**src/rtl/mem_load_unit.sv**
```systemverilog
// Load unit: reads one data-memory word, selects word/half/byte lane and extends it.
// Optional feature macro: LOAD_SIGNED_EN (sign extension selected by unsigned_ld).
module mem_load_unit #(
  parameter int unsigned MEM_LATENCY = 1
) (
  input  logic        clk,
  input  logic        reset_n,
  input  logic        start,
  input  logic [1:0]  load_type,
  input  logic        unsigned_ld,
  input  logic [31:0] addr,
  output logic [31:0] mem_addr,
  output logic        mem_rd,
  input  logic [31:0] mem_rdata,
  output logic [31:0] data_out,
  output logic        busy,
  output logic        done,
  output logic        type_err
);

  typedef enum logic [1:0] {IDLE, READ, DONE} state_t;

  localparam logic [3:0] CNT_INIT = 4'(MEM_LATENCY - 1);

  state_t      state;
  logic [3:0]  cnt;
  logic [1:0]  lt_q;
  logic        ext_h;
  logic        ext_b;
  logic [31:0] ext_data;

`ifdef LOAD_SIGNED_EN
  logic uns_q;

  always_ff @(posedge clk or negedge reset_n) begin
    if (!reset_n)
      uns_q <= 1'b0;
    else if (state == IDLE && start)
      uns_q <= unsigned_ld;
  end

  assign ext_h = ~uns_q & mem_rdata[15];
  assign ext_b = ~uns_q & mem_rdata[7];
`else
  // Zero extension only; the request's signedness has no effect in this build.
  logic unused_uns;
  assign unused_uns = unsigned_ld;
  assign ext_h      = 1'b0;
  assign ext_b      = 1'b0;
`endif

  always_comb begin
    ext_data = mem_rdata;
    case (lt_q)
      2'b01:   ext_data = {{16{ext_h}}, mem_rdata[15:0]};
      2'b10:   ext_data = {{24{ext_b}}, mem_rdata[7:0]};
      default: ext_data = mem_rdata;
    endcase
  end

  always_ff @(posedge clk or negedge reset_n) begin
    if (!reset_n) begin
      state    <= IDLE;
      cnt      <= '0;
      lt_q     <= '0;
      mem_addr <= '0;
      mem_rd   <= 1'b0;
      data_out <= '0;
      busy     <= 1'b0;
      done     <= 1'b0;
      type_err <= 1'b0;
    end else begin
      case (state)
        IDLE: begin
          if (start) begin
            mem_addr <= addr;
            lt_q     <= load_type;
            cnt      <= CNT_INIT;
            mem_rd   <= 1'b1;
            busy     <= 1'b1;
            state    <= READ;
          end
        end
        READ: begin
          if (cnt != 4'd0) begin
            cnt <= cnt - 4'd1;
          end else begin
            data_out <= ext_data;
            type_err <= (lt_q == 2'b11);
            mem_rd   <= 1'b0;
            done     <= 1'b1;
            state    <= DONE;
          end
        end
        DONE: begin
          done     <= 1'b0;
          type_err <= 1'b0;
          busy     <= 1'b0;
          state    <= IDLE;
        end
        default: state <= IDLE;
      endcase
    end
  end

endmodule
```
**config.mk**
```make
export PLATFORM = sky130hd
export DESIGN_NAME = mem_load_unit
export DESIGN_NICKNAME = d
export VERILOG_FILES = /design/src/rtl/mem_load_unit.sv
export SDC_FILE = /design/constraint.sdc
export NUM_CORES = 1
export LEC_CHECK = 0
export CAP_MARGIN = 30
export CELL_PAD_IN_SITES_DETAIL_PLACEMENT = 0
export CELL_PAD_IN_SITES_GLOBAL_PLACEMENT = 2
export CORE_MARGIN = 3
export CORE_UTILIZATION = 30
export DETAILED_ROUTE_END_ITERATION = 16
export DONT_BUFFER_PORTS = 1
export GPL_ROUTABILITY_DRIVEN = 0
export PLACE_DENSITY = 0.77
export SLEW_MARGIN = 10
export SYNTH_ARGS = -nofsm -noshare
export SYNTH_HDL_FRONTEND = slang
export SYNTH_SLANG_ARGS = --single-unit
export TNS_END_PERCENT = 100
```
**constraint.sdc**
```tcl
create_clock -name clk -period 1.6 [get_ports clk]
set_input_delay 0.32 -clock clk [delete_from_list [all_inputs] [get_ports clk]]
set_output_delay 0.32 -clock clk [all_outputs]
set_load 0.005 [all_outputs]
```
==> out/results.tsv <==
metric	value	unit
status	finished, violations left	
failed_checks	hold timing	
firstDrtPassIters	6	
r2r_slack	0.05	ns
htree_num_levels	3	
hpwlAfterDp	5.21	mm
drt_wl_total	7.51	mm
syn_nets	392	
cpPeakStageDelay	0.39	ns
rsz0062_at_grt	true	
max_slew_margin	77.6	%
die_y	109	um
setup_violations	0	
maxCapViolCount	0	
ctsLongestPathBuffers	2	
drc	0	
r2r_end	data_out[7]	
final_hold_viol_count	76	
tritoncts	built	
worstSkewPairLatency	0.34	ns
crit_chain	inv_2 > ha_4 > nor3b_4 > nand2_4 > inv_6 > clkbuf_16 > mux2_4	
clk_pin_slew	0.08	ns
start_util	31.7	%
dieArea	11900	um2
chipWidth	109	um
antenna_found_initial	0	
vias	2172	
grt_pass1_vias	2130	
coreArea	10000	um2
crit_type	reg2reg	
worstPathArrival	1.78	ns
ant_nets	0	
r2r_start	cnt[1]	
via_per_inst	4.64	
nNetsFinal	404	
worstMarginPinSlew	0.337	ns
slew_viol_final	0	
synth_most_common_cell	nand2_1	
ys_top_cells_by_area	dfrtp_1 60%, nand2_1 15%, o21ai_1 5.3%	
synth-seq-cells	76	
fin_crit	1.55	ns
finalCritPeriodShare	96.9	%
min_path_type	in2async	
synthesis.area	3180	um2
port_buffers	0	
post_synth.cell_area_avg	10.0	um2
synth_edf_count	0	
finalPower	8150	uW
worst-path-stages	7	
synth_commonest_cells	128 x nand2_1, 76 x dfrtp_1, 34 x o21ai_1	
crit_path_end	data_out[7]	
wl_met2	3.80	mm
yosysTopAreaCell	dfrtp_1	
grt_pass1_wl	11.3	mm
cp_slowest_cell	dfrtp_1	
fin_skew	0.00861	ns
cts-root-buf	clkbuf_8	
topRoutingLayerUsed	met4	
synth_cell_types	32	
synth_top_area_share	59.8	%
yosysSeqAreaShare	59.8	%
critPathBufInv	3	
clock-sinks	76	
cts_buffers	9	
holdWs	-0.326	ns
ys_warn_count	0	
rows	36	
drt_iter0_markers	120	
placed_area	3380	um2
globalRouteTotalUtil	12.3	%
area_growth	15.0	%
worstSetupEndpointType	flop	
synth_ff_type	dfrtp_1	
startpoint_type	flop	
p_leak	0.00177	uW
p_per_area	2230	nW/um2
required	1.83	ns
r2r_cells	7	
cp_max_fo	4	
antenna_cells	0	
cpLargestDelayFamily	flip-flops	
async_flop_share	100	%
grt_overflow	0	
met1_length	3.11	mm
syn_inst	318	
fin_area	3660	um2
grt_max_degree	77	
max_freq	645	MHz
drive_gt1_share	17.0	%
fin_tns_setup	0	ns
wl_met3	501	um
peakVddDrop	0.000905	V
wire_per_inst	16.0	um
fillers	1024	
ios	138	
startpoint	cnt[1]	
## power by group
group	switching, uW	leakage (uW)	internal [uW]	total, uW
Combinational	1700	0.000709	1400	3100
Sequential	717	0.000949	2800	3520
Clock	678	0.000110	850	1530
## state kept, by name, summed over array words and instances, names as in the netlist
signal,count
busy,1
cnt,4
data_out,32
done,1
lt_q,2
mem_addr,32
mem_rd,1
state,2
type_err,1
## cell type report
type / count / area [um2] / area share [%]
flip-flops and latches: 76 / 1900 / 52.0
multi-input cells: 218 / 1130 / 30.8
repair buffers: 20 / 225 / 6.16
clock buffers: 13 / 169 / 4.62
well taps: 133 / 166 / 4.55
clock inverters: 3 / 43.8 / 1.20
inverters: 5 / 23.8 / 0.650
## per-stage QoR
step,hold slack (ns),worst slack [ns],util [%],cells
floorplan,0.0244,0.0160,-,318
global placement,0.0269,-0.0277,33.6,449
detailed placement,0.0273,-0.0466,33.6,449
CTS,-0.352,-0.00795,35.8,465
global route,-0.361,-0.00739,36.4,468
finish,-0.326,0.0499,36.4,468
## timing repair
item	in CTS	in global routing
setup endpoints to repair	30	31
hold endpoints to repair	76	76
resized for setup	1	9
pin swaps	0	1
cloned	0	1
setup buffers	0	2
## cell usage in the layout (no fill, tap or decap), drive strengths merged
master / n
ha: 4
nand3: 4
o21ai: 53
or4: 1
nand2b: 2
clkinv: 2
nor2: 2
or2: 1
xnor2: 1
mux2: 8
inv: 5
clkbuf: 14
buf: 19
nor3: 1
nand2: 129
bufinv: 1
o31ai: 1
dfrtp: 76
a21oi: 3
nor3b: 2
nor2b: 3
or3b: 2
o211ai: 1
## cells by family (layout without fill, tap and decap cells)
| family | count (synthesis) | count (layout) | synth area share [%] |
|---|---|---|---|
| muxes | 8 | 8 | 3.66 |
| and+or+nand+nor | 147 | 147 | 19.9 |
| AOI/OAI and AO/OA | 58 | 58 | 9.63 |
| xor gates and xnor gates | 1 | 1 | 0.275 |
| buffers and inverters | 24 | 41 | 5.23 |
| adders and majority gates | 4 | 4 | 1.57 |
| DFF | 76 | 76 | 59.8 |
## worst min path at each step
stage	start	endpoint	slack [ns]	depth (start not counted)
final	reset_n	data_out[17]	-0.33	0
after global routing	reset_n	data_out[17]	-0.36	0
after CTS	reset_n	data_out[26]	-0.35	0
after detailed placement	reset_n	data_out[17]	0.03	0
after global placement	reset_n	data_out[20]	0.03	0
after floorplan	reset_n	busy	0.02	0
## metal layers
metal	up-vias	track usage [%]
met3	8	3.79
met2	71	19.6
met4	0	4.33
met5	-	0
li1	1048	-
met1	1045	15.8
Note: power is estimated with default switching activity, not from simulation.
